`config.mk`:
```
export PLATFORM = sky130hd
export DESIGN_NAME = controle_entrada_tempo
export DESIGN_NICKNAME = d
export VERILOG_FILES = /design/src/rtl/tempo_pkg.sv /design/src/rtl/codificador_priori.sv /design/src/rtl/controle_entrada_tempo.sv
export SDC_FILE = /design/constraint.sdc
export NUM_CORES = 1
export LEC_CHECK = 0
export BUFFER_PORTS_ARGS = -buffer_cell sky130_fd_sc_hd__buf_4
export CORE_MARGIN = 3
export CORE_UTILIZATION = 57
export CTS_BUF_LIST = sky130_fd_sc_hd__clkbuf_4 sky130_fd_sc_hd__clkbuf_8
export CTS_CLUSTER_DIAMETER = 80
export DETAILED_ROUTE_END_ITERATION = 6
export MAX_ROUTING_LAYER = met4
export PLACE_DENSITY = 0.82
export SETUP_SLACK_MARGIN = 0.02
export SYNTH_ARGS = -nofsm -noshare
export SYNTH_HDL_FRONTEND = slang
export SYNTH_SLANG_ARGS = --single-unit
```
`constraint.sdc`:
```
create_clock -name clk -period 1.95 [get_ports clk]
set_input_delay 0.195 -clock clk [delete_from_list [all_inputs] [get_ports clk]]
set_output_delay 0.195 -clock clk [all_outputs]
set_load 0.01 [all_outputs]
```
`src/rtl/tempo_pkg.sv`:
```
// -----------------------------------------------------------------------------
// tempo_pkg
// Shared definitions for the keypad time-entry path.
//   BCD_W        width of one BCD digit
//   MAX_DIGITS   digit_count saturates here (MM:SS = 4 digits)
//   KEY_W        number of raw keypad lines (digits 0..9)
//   state_e      entry sequencer states
// -----------------------------------------------------------------------------
package tempo_pkg;

  localparam int BCD_W      = 4;
  localparam int MAX_DIGITS = 4;
  localparam int KEY_W      = 10;

  typedef enum logic [1:0] {
    IDLE         = 2'd0,
    DEBOUNCE     = 2'd1,
    CAPTURE      = 2'd2,
    WAIT_RELEASE = 2'd3
  } state_e;

  typedef logic [BCD_W-1:0] bcd_t;

endpackage

```
`src/rtl/codificador_priori.sv`:
```
// -----------------------------------------------------------------------------
// codificador_priori
// Priority encoder from the 10-line keypad to a BCD digit. When several
// keys are set, the highest-numbered one wins. An all-zero keypad gives 0.
// Ports:
//   keypad_i   [9:0]  key lines, bit i = digit i
//   enablen_i         1 forces the output to 0
//   bcd_o      [3:0]  encoded digit
// -----------------------------------------------------------------------------
module codificador_priori
  import tempo_pkg::*;
(
  input  logic [KEY_W-1:0] keypad_i,
  input  logic             enablen_i,
  output bcd_t             bcd_o
);

  // Ascending scan: a later (higher) set bit overwrites an earlier one,
  // so the highest set bit determines the result.
  always_comb begin
    bcd_o = '0;
    if (!enablen_i) begin
      for (int i = 0; i < KEY_W; i++) begin
        if (keypad_i[i]) begin
          bcd_o = BCD_W'(i);
        end
      end
    end
  end

endmodule

```
`src/rtl/controle_entrada_tempo.sv`:
```
// -----------------------------------------------------------------------------
// controle_entrada_tempo
// Keypad time-entry sequencer (MM:SS). Debounces the keypad, accepts each
// press once, encodes it to BCD and shifts it into a 4-digit register
// right-to-left, strobing dado_valido for one cycle per accepted digit.
// Ports:
//   clk                 rising-edge clock
//   reset               synchronous, active-high
//   keypad      [9:0]   raw keys, bit i = digit i
//   enablen             1 = entry disabled (FSM parked in WAIT_RELEASE)
//   clear               synchronous clear of the entered time
//   sec_ones..min_tens  BCD digits, sec_ones newest
//   dado_valido         one-cycle pulse when the digits update
//   digit_count [2:0]   digits since clear, saturates at 4
// -----------------------------------------------------------------------------
module controle_entrada_tempo
  import tempo_pkg::*;
#(
  parameter int DEBOUNCE_CYCLES = 4,
  parameter int CNT_W           = 3
) (
  input  logic       clk,
  input  logic       reset,
  input  logic [9:0] keypad,
  input  logic       enablen,
  input  logic       clear,
  output logic [3:0] sec_ones,
  output logic [3:0] sec_tens,
  output logic [3:0] min_ones,
  output logic [3:0] min_tens,
  output logic       dado_valido,
  output logic [2:0] digit_count
);

  localparam logic [CNT_W-1:0] CNT_ONE      = CNT_W'(1);
  localparam logic [CNT_W-1:0] CNT_MAX      = CNT_W'(DEBOUNCE_CYCLES);
  localparam logic [CNT_W-1:0] CNT_REL_LAST = CNT_W'(DEBOUNCE_CYCLES - 1);
  localparam logic [2:0]       COUNT_MAX    = 3'(MAX_DIGITS);

  state_e           state_q, state_d;
  logic [KEY_W-1:0] key_q, key_d;
  logic [CNT_W-1:0] cnt_q, cnt_d;

  bcd_t sec_ones_q, sec_ones_d;
  bcd_t sec_tens_q, sec_tens_d;
  bcd_t min_ones_q, min_ones_d;
  bcd_t min_tens_q, min_tens_d;
  logic       dv_q, dv_d;
  logic [2:0] count_q, count_d;

  logic shift_en;
  bcd_t key_bcd;

  // The encoder looks at the latched key, so the digit shifted in is the
  // one that survived debouncing, not whatever is on the pins at capture.
  codificador_priori u_codificador (
    .keypad_i  (key_q),
    .enablen_i (1'b0),
    .bcd_o     (key_bcd)
  );

  // State register plus the debounce bookkeeping that travels with it.
  always_ff @(posedge clk) begin
    if (reset) begin
      state_q <= IDLE;
      key_q   <= '0;
      cnt_q   <= '0;
    end else begin
      state_q <= state_d;
      key_q   <= key_d;
      cnt_q   <= cnt_d;
    end
  end

  // Next-state logic. clear and enablen both park the FSM in WAIT_RELEASE
  // so that a key still held when they drop is never accepted. In DEBOUNCE
  // the counter reaching DEBOUNCE_CYCLES is checked before incrementing,
  // which puts the digit update DEBOUNCE_CYCLES+1 edges after first sample.
  always_comb begin
    state_d = state_q;
    key_d   = key_q;
    cnt_d   = cnt_q;
    if (clear || enablen) begin
      state_d = WAIT_RELEASE;
      cnt_d   = '0;
    end else begin
      case (state_q)
        IDLE: begin
          if (keypad != '0) begin
            key_d   = keypad;
            cnt_d   = CNT_ONE;
            state_d = DEBOUNCE;
          end
        end
        DEBOUNCE: begin
          if (keypad == '0) begin
            state_d = IDLE;
            cnt_d   = '0;
          end else if (keypad != key_q) begin
            key_d = keypad;
            cnt_d = CNT_ONE;
          end else if (cnt_q == CNT_MAX) begin
            state_d = CAPTURE;
          end else begin
            cnt_d = cnt_q + CNT_ONE;
          end
        end
        CAPTURE: begin
          state_d = WAIT_RELEASE;
          cnt_d   = '0;
        end
        WAIT_RELEASE: begin
          if (keypad != '0) begin
            cnt_d = '0;
          end else if (cnt_q == CNT_REL_LAST) begin
            state_d = IDLE;
            cnt_d   = '0;
          end else begin
            cnt_d = cnt_q + CNT_ONE;
          end
        end
        default: begin
          state_d = IDLE;
          cnt_d   = '0;
        end
      endcase
    end
  end

  // Output logic: the shift happens on the edge leaving CAPTURE unless
  // clear or enablen pre-empts it; the strobe is registered alongside.
  always_comb begin
    shift_en   = (state_q == CAPTURE) && !clear && !enablen;
    sec_ones_d = sec_ones_q;
    sec_tens_d = sec_tens_q;
    min_ones_d = min_ones_q;
    min_tens_d = min_tens_q;
    count_d    = count_q;
    dv_d       = shift_en;
    if (clear) begin
      sec_ones_d = '0;
      sec_tens_d = '0;
      min_ones_d = '0;
      min_tens_d = '0;
      count_d    = '0;
    end else if (shift_en) begin
      min_tens_d = min_ones_q;
      min_ones_d = sec_tens_q;
      sec_tens_d = sec_ones_q;
      sec_ones_d = key_bcd;
      if (count_q != COUNT_MAX) begin
        count_d = count_q + 3'd1;
      end
    end
  end

  // Digit shift register, strobe and digit counter.
  always_ff @(posedge clk) begin
    if (reset) begin
      sec_ones_q <= '0;
      sec_tens_q <= '0;
      min_ones_q <= '0;
      min_tens_q <= '0;
      dv_q       <= 1'b0;
      count_q    <= '0;
    end else begin
      sec_ones_q <= sec_ones_d;
      sec_tens_q <= sec_tens_d;
      min_ones_q <= min_ones_d;
      min_tens_q <= min_tens_d;
      dv_q       <= dv_d;
      count_q    <= count_d;
    end
  end

  assign sec_ones    = sec_ones_q;
  assign sec_tens    = sec_tens_q;
  assign min_ones    = min_ones_q;
  assign min_tens    = min_tens_q;
  assign dado_valido = dv_q;
  assign digit_count = count_q;

endmodule

```
==> results.sh, run 1 <==
export IMPL_drt_wl_total_um=3930
export IMPL_antenna_cells=0
export IMPL_synth_adder_area_share_pct=4.22
export IMPL_first_pass_iters=4
export IMPL_cp_slowest_stage_delay_ns=0.55
export IMPL_rsz0062_at_grt="false"
export IMPL_synth_top_flop_cell="dfxtp_1"
export IMPL_syn_mean_instance_area_um2=8.56
export IMPL_timing_rr_start="key_q[6]"
export IMPL_clk_pin_slew_ns=0.11
export IMPL_crit_buf_inv=0
export IMPL_r2r_setup_slack_ns=0.15
export IMPL_fp_row_count=19
export IMPL_drv_slew=0
export IMPL_start_kind="flop"
export IMPL_max_cap_violations=0
export IMPL_final_util_pct=74.0
export IMPL_cts_sinks=35
export IMPL_netlist_instances=208
export IMPL_fin_crit_ns=1.80
export IMPL_ys_warnings_count=0
export IMPL_avgViaCountPerCell=5.58
export IMPL_die_h_um=61.9
export IMPL_grt_start_max_net_pins=25
export IMPL_startpoint="key_q[6]"
export IMPL_cp_end_kind="flop"
export IMPL_grt_first_pass_wirelength_um=6480
export IMPL_drcViolationCount=0
export IMPL_synthToLayoutAreaGrowth_pct=19.6
export IMPL_synth_top_family_by_area="simple AND/OR/NAND/NOR gates"
export IMPL_cts_root_buffer="clkbuf_4"
export IMPL_die_w_um=61.9
export IMPL_finalInstanceArea_um2=2130
export IMPL_post_cts_setup_buffer_count=0
export IMPL_worstPathMaxFanout=10
export IMPL_tns_ns=0
export IMPL_worst_slack_ns=0.149
export IMPL_yosys_register_bits=35
export IMPL_dp_hpwl_um=2950
export IMPL_worst_path_max_delay_cell="and3_1"
export IMPL_synth_mux_area_share_pct=6.18
export IMPL_period_share_pct=92.4
export IMPL_endpoint="key_q[1]"
export IMPL_synth_seq_area_share_pct=39.4
export IMPL_synthDistinctLibCells=38
export IMPL_status="complete, no violations"
export IMPL_path_depth=5
export IMPL_synth_simple_area_share_pct=27.6
export IMPL_dr_total_vias=1591
export IMPL_required_ns=2.21
export IMPL_final_antenna_net_count=0
export IMPL_placed_area_um2=2060
export IMPL_grt_overflow=0
export IMPL_initial_core_util_pct=61.9
export IMPL_synth_edff_count=0
export IMPL_worstReg2RegEnd="key_q[1]"
export IMPL_grtUsageTotal_pct=23.6
export IMPL_hold_path_class="input pin to flop"
export IMPL_r2r_cells=5
export IMPL_grt_pass1_vias=1475
export IMPL_portBuffers=33
export IMPL_hold_viol=0
export IMPL_power_density_nw_per_um2=607
export IMPL_relSlewSlack_pct=60.5
export IMPL_cts_htree_levels=2
export IMPL_p_leak_nw=0.833
export IMPL_final_layout_size_suffix_gt1_share_pct=20.6
export IMPL_post_drt_wl_per_cell_um=13.8
export IMPL_crit_type="flop to flop"
export IMPL_dieArea_um2=3830
export IMPL_pre_cts_slack_ns=0.0864
export IMPL_antenna_found_initial=0
export IMPL_fin_skew_ns=0.0132
export IMPL_cts_tree="built"
export IMPL_synth_compound_area_share_pct=12.6
export IMPL_synthXorXnorAreaFrac_pct=5.90
export IMPL_fmax_ghz=0.555
export IMPL_clk_path_buf_depth=2
export IMPL_cts_made_buffers=5
export IMPL_worstMarginPinSlew_ns=0.593
export IMPL_clk_latency_ns=0.33
export IMPL_setup_viol=0
export IMPL_drt_iter0_drc=116
export IMPL_cp_top_family="simple AND/OR/NAND/NOR gates"
export IMPL_synth_cell_area_um2=1780
export IMPL_ir_drop_v=0.000448
export IMPL_cp_cell_sequence="xor2_1, nor4_4, nand4_1, and3_1, mux2i_1"
export IMPL_ios=34
export IMPL_arrival_ns=2.06
export IMPL_async_flop_share_pct=0
export IMPL_gp_congestion=0.959
export IMPL_nNetsFinal=263
export IMPL_fillers=231
export IMPL_syn_num_nets=228
export IMPL_coreArea_um2=2880
==> registers in the layout, indices dropped and copies added (netlist names) <==
register / cells
key_q: 10
digit_count: 3
dado_valido: 1
sec_tens: 4
sec_ones: 4
cnt_q: 3
min_ones: 4
state_q: 2
min_tens: 4
==> worst min path at each step <==
stage / end / slack [ns] / startpoint / depth (start not counted)
CTS: key_q[4] / 0.14 / keypad[4] / 3
global placement: min_tens[0] / 0.44 / min_tens[0] / 2
global route: key_q[9] / 0.14 / keypad[9] / 3
floorplan: key_q[4] / 0.35 / keypad[4] / 2
finish: key_q[4] / 0.15 / keypad[4] / 3
detailed placement: min_tens[2] / 0.46 / min_tens[2] / 2
==> layout make-up <==
type	instances	area, µm²	area share [%]
multi-input combinational	156	1020	47.7
sequential	35	701	32.9
timing repair buffer	36	270	12.7
tap	42	52.6	2.47
clock buffer	6	51.3	2.41
inverter	9	33.8	1.59
clock inverter	1	5.00	0.235
==> stage by stage <==
stage                     total power [mW]  instances  hold WS (ns)
after CTS                             1.29        285         0.144
after global routing                  1.35        285         0.141
after global placement               0.895        278         0.442
final                                 1.29        285         0.148
after floorplan                      0.846        208         0.350
after detailed placement             0.901        278         0.455
==> cell usage after synthesis (2+ instances only) <==
master / number / area (µm²)
dfxtp_1: 35 / 701
and3_1: 3 / 18.8
mux2i_1: 11 / 110
o32ai_1: 2 / 17.5
nor4_2: 4 / 50.1
nand2_1: 29 / 109
xor2_1: 11 / 96.3
nand4_1: 3 / 18.8
clkbuf_1: 6 / 22.5
a211oi_1: 3 / 22.5
inv_1: 9 / 33.8
ha_1: 6 / 75.1
a21oi_1: 19 / 95.1
nand3_1: 4 / 20.0
o21bai_1: 2 / 15.0
a32o_1: 2 / 20.0
nand2b_1: 20 / 125
nor2_1: 16 / 60.1
nor3_1: 4 / 20.0
==> worst reg2reg max path, cell delays in order, from the launching register on <==
cell and delay, ns:
dfxtp_1 0.43, xor2_1 0.29, nor4_4 0.08, nand4_1 0.13
and3_1 0.55, mux2i_1 0.25
==> logic make-up after synthesis <==
family          Yosys count
buf+inv                  17
fa+ha+maj                 6
mux                      11
xor+xnor                 12
compound gates           35
simple gates             92
flops                    35
==> metal layers <==
layer  vias up  routed length (µm)  share of wire (%)  track usage, %
li1        786                   -                  -               -
met1       727                1660                 42            28.8
met2        67                1910                 49            35.9
met3        11                 279                7.1            6.20
met4         0                  85                2.2            11.5
met5         -                   0                  0               -
==> power breakdown <==
part           switching, mW  internal, mW  total, mW
logic                 0.0792        0.0642      0.143
registers             0.0189         0.728      0.746
clock network          0.235         0.167      0.402
==> placed cells by master, fill, tap and decap left out, types with 5 or more instances in the layout <==
cell type | Yosys | final
a21oi_1 | 19 | 19
buf_4 | 0 | 36
clkbuf_4 | 0 | 5
dfxtp_1 | 35 | 35
ha_1 | 6 | 6
inv_1 | 9 | 9
mux2i_1 | 11 | 11
nand2_1 | 29 | 29
nand2b_1 | 20 | 20
nor2_1 | 16 | 16
xor2_1 | 11 | 11
==> timing repair <==
action	in CTS	in global routing
resized for setup	0	1
setup endpoints to repair	0	10
hold buffers	0	0
Note: power is estimated with default switching activity, not from simulation.
==> run 2, diff against run 1 <==
- CTS_CLUSTER_SIZE: unset -> 12
- clock period: 1.95 -> 1.94 ns (I/O delays scaled with it)
==> run 2 against run 1 <==
  * Non-clock buffer count up 1
  * Sequential cell count did not move
  * Final area about the same
  * First-iteration DRC count rose by 36%
  * Largest power group unchanged
  * Core utilization about the same
  * Highest routed layer unchanged
  * Critical endpoint is now cnt_q[1]
  * Sequential power rose by 0.5%
  * Worst hold slack got worse by 0.025 ns
  * Clock skew is 0.0065 ns lower
  * Register-to-register slack improved by 0.03 ns
  * Power up 0.48%
==> results.sh, run 2 (same netlist as run 1, synthesis figures left out) <==
export IMPL_start_kind="flop"
export IMPL_grt_overflow=0
export IMPL_required_ns=2.23
export IMPL_hold_viol=0
export IMPL_antenna_cells=0
export IMPL_fin_crit_ns=1.76
export IMPL_drt_wl_total_um=3880
export IMPL_grt_first_pass_wirelength_um=6370
export IMPL_worst_slack_ns=0.176
export IMPL_setup_viol=0
export IMPL_status="complete, no violations"
export IMPL_ios=34
export IMPL_clk_path_buf_depth=2
export IMPL_antenna_found_initial=0
export IMPL_portBuffers=33
export IMPL_grt_start_max_net_pins=25
export IMPL_grtUsageTotal_pct=23.4
export IMPL_relSlewSlack_pct=74.8
export IMPL_final_util_pct=74.1
export IMPL_largest_register_ffs=10
export IMPL_wl_met3_um=188
export IMPL_cts_sinks=35
export IMPL_fin_skew_ns=0.00665
export IMPL_hold_buffers=0
export IMPL_cp_end_kind="flop"
export IMPL_dieArea_um2=3830
export IMPL_max_cap_violations=0
export IMPL_nNetsFinal=264
export IMPL_power_density_nw_per_um2=609
export IMPL_fp_row_count=19
export IMPL_wl_met2_um=1850
export IMPL_avgViaCountPerCell=5.43
export IMPL_top_layer_used="met4"
export IMPL_rsz0062_at_grt="false"
export IMPL_fillers=223
export IMPL_die_h_um=61.9
export IMPL_fmax_ghz=0.567
export IMPL_dp_hpwl_um=2890
export IMPL_period_share_pct=90.9
export IMPL_coreArea_um2=2880
export IMPL_clk_pin_slew_ns=0.11
export IMPL_drt_met1_wl_um=1760
export IMPL_post_drt_wl_per_cell_um=13.5
export IMPL_crit_type="flop to flop"
export IMPL_worstMarginPinSlew_ns=0.376
export IMPL_drv_slew=0
export IMPL_arrival_ns=2.06
export IMPL_final_layout_size_suffix_gt1_share_pct=21.6
export IMPL_cts_made_buffers=5
export IMPL_cts_htree_levels=2
export IMPL_clk_latency_ns=0.35
export IMPL_p_leak_nw=0.834
export IMPL_first_pass_iters=4
export IMPL_die_w_um=61.9
export IMPL_tns_ns=0
export IMPL_final_common_cell="buf_4"
export IMPL_drcViolationCount=0
export IMPL_final_antenna_net_count=0
export IMPL_synthToLayoutAreaGrowth_pct=19.7
export IMPL_cts_resized=0
export IMPL_hold_path_class="input pin to flop"
export IMPL_post_cts_setup_buffer_count=0
export IMPL_dr_total_vias=1559
export IMPL_largest_register="key_q"
export IMPL_worstPathMaxFanout=4
export IMPL_grt_pass1_vias=1435
export IMPL_ir_drop_v=0.000404
export IMPL_drt_iter0_drc=158
export IMPL_initial_core_util_pct=61.9
export IMPL_pre_cts_slack_ns=0.169
export IMPL_gp_congestion=0.928
export IMPL_cts_root_buffer="clkbuf_4"
export IMPL_final_cell_mix="buf_4, dfxtp_1, nand2_1, nand2b_1, a21oi_1"
export IMPL_cts_tree="built"
[run 2: cell count changes in the layout (fill, tap and decap cells not counted), sizes merged]
| cell | before | now |
|---|---|---|
| buf | 36 | 37 |
| clkinvlp | 0 | 1 |
[run 2: final timing paths]
check                                 start          end  cells past startpoint  slack [ns]
worst max register to register     key_q[3]     cnt_q[1]                      6        0.18
worst min-delay path              keypad[2]     key_q[2]                      3        0.12
worst max-delay path               key_q[3]     cnt_q[1]                      6        0.18
worst min register to register  min_tens[0]  min_tens[0]                      2        0.46
[run 2: power by group]
group / switching (mW) / internal [mW]
Clock: 0.252 / 0.154
Combinational: 0.0769 / 0.0648
Sequential: 0.0188 / 0.731
[run 2: critical path, cell delays in order (launching register included)]
cell and delay [ns]:
dfxtp_1 0.37, xor2_1 0.18, nor4_2 0.37, buf_4 0.19, nand3_1 0.09, o32ai_1 0.30
a32o_1 0.21
[run 2: area by class of cell]
type / instances / area (µm²) / share of cell area (%)
Clock buffer: 6 / 45.0 / 2.11
Clock inverter: 2 / 12.5 / 0.587
Inverter: 9 / 33.8 / 1.59
Multi-Input combinational cell: 156 / 1010 / 47.3
Sequential cell: 35 / 701 / 32.9
Tap cell: 42 / 52.6 / 2.47
Timing Repair Buffer: 37 / 278 / 13.0
[run 2: metal layers]
layer  track usage [%]  up-vias
met5                 -        -
met1              29.0      724
met3              6.40        8
met2              35.3       36
met4              10.6        0
li1                  -      791
[run 2: per-stage QoR]
| step | hold WS, ns | instance area, µm² | std cells | total power, mW |
|---|---|---|---|---|
| 6_report | 0.123 | 2130 | 287 | 1.30 |
| 3_5_place_dp | 0.454 | 2070 | 279 | 0.907 |
| 5_1_grt | 0.132 | 2130 | 287 | 1.35 |
| 4_1_cts | 0.125 | 2130 | 287 | 1.30 |
| 2_1_floorplan | 0.349 | 1780 | 208 | 0.850 |
| 3_3_place_gp | 0.442 | 2070 | 279 | 0.901 |
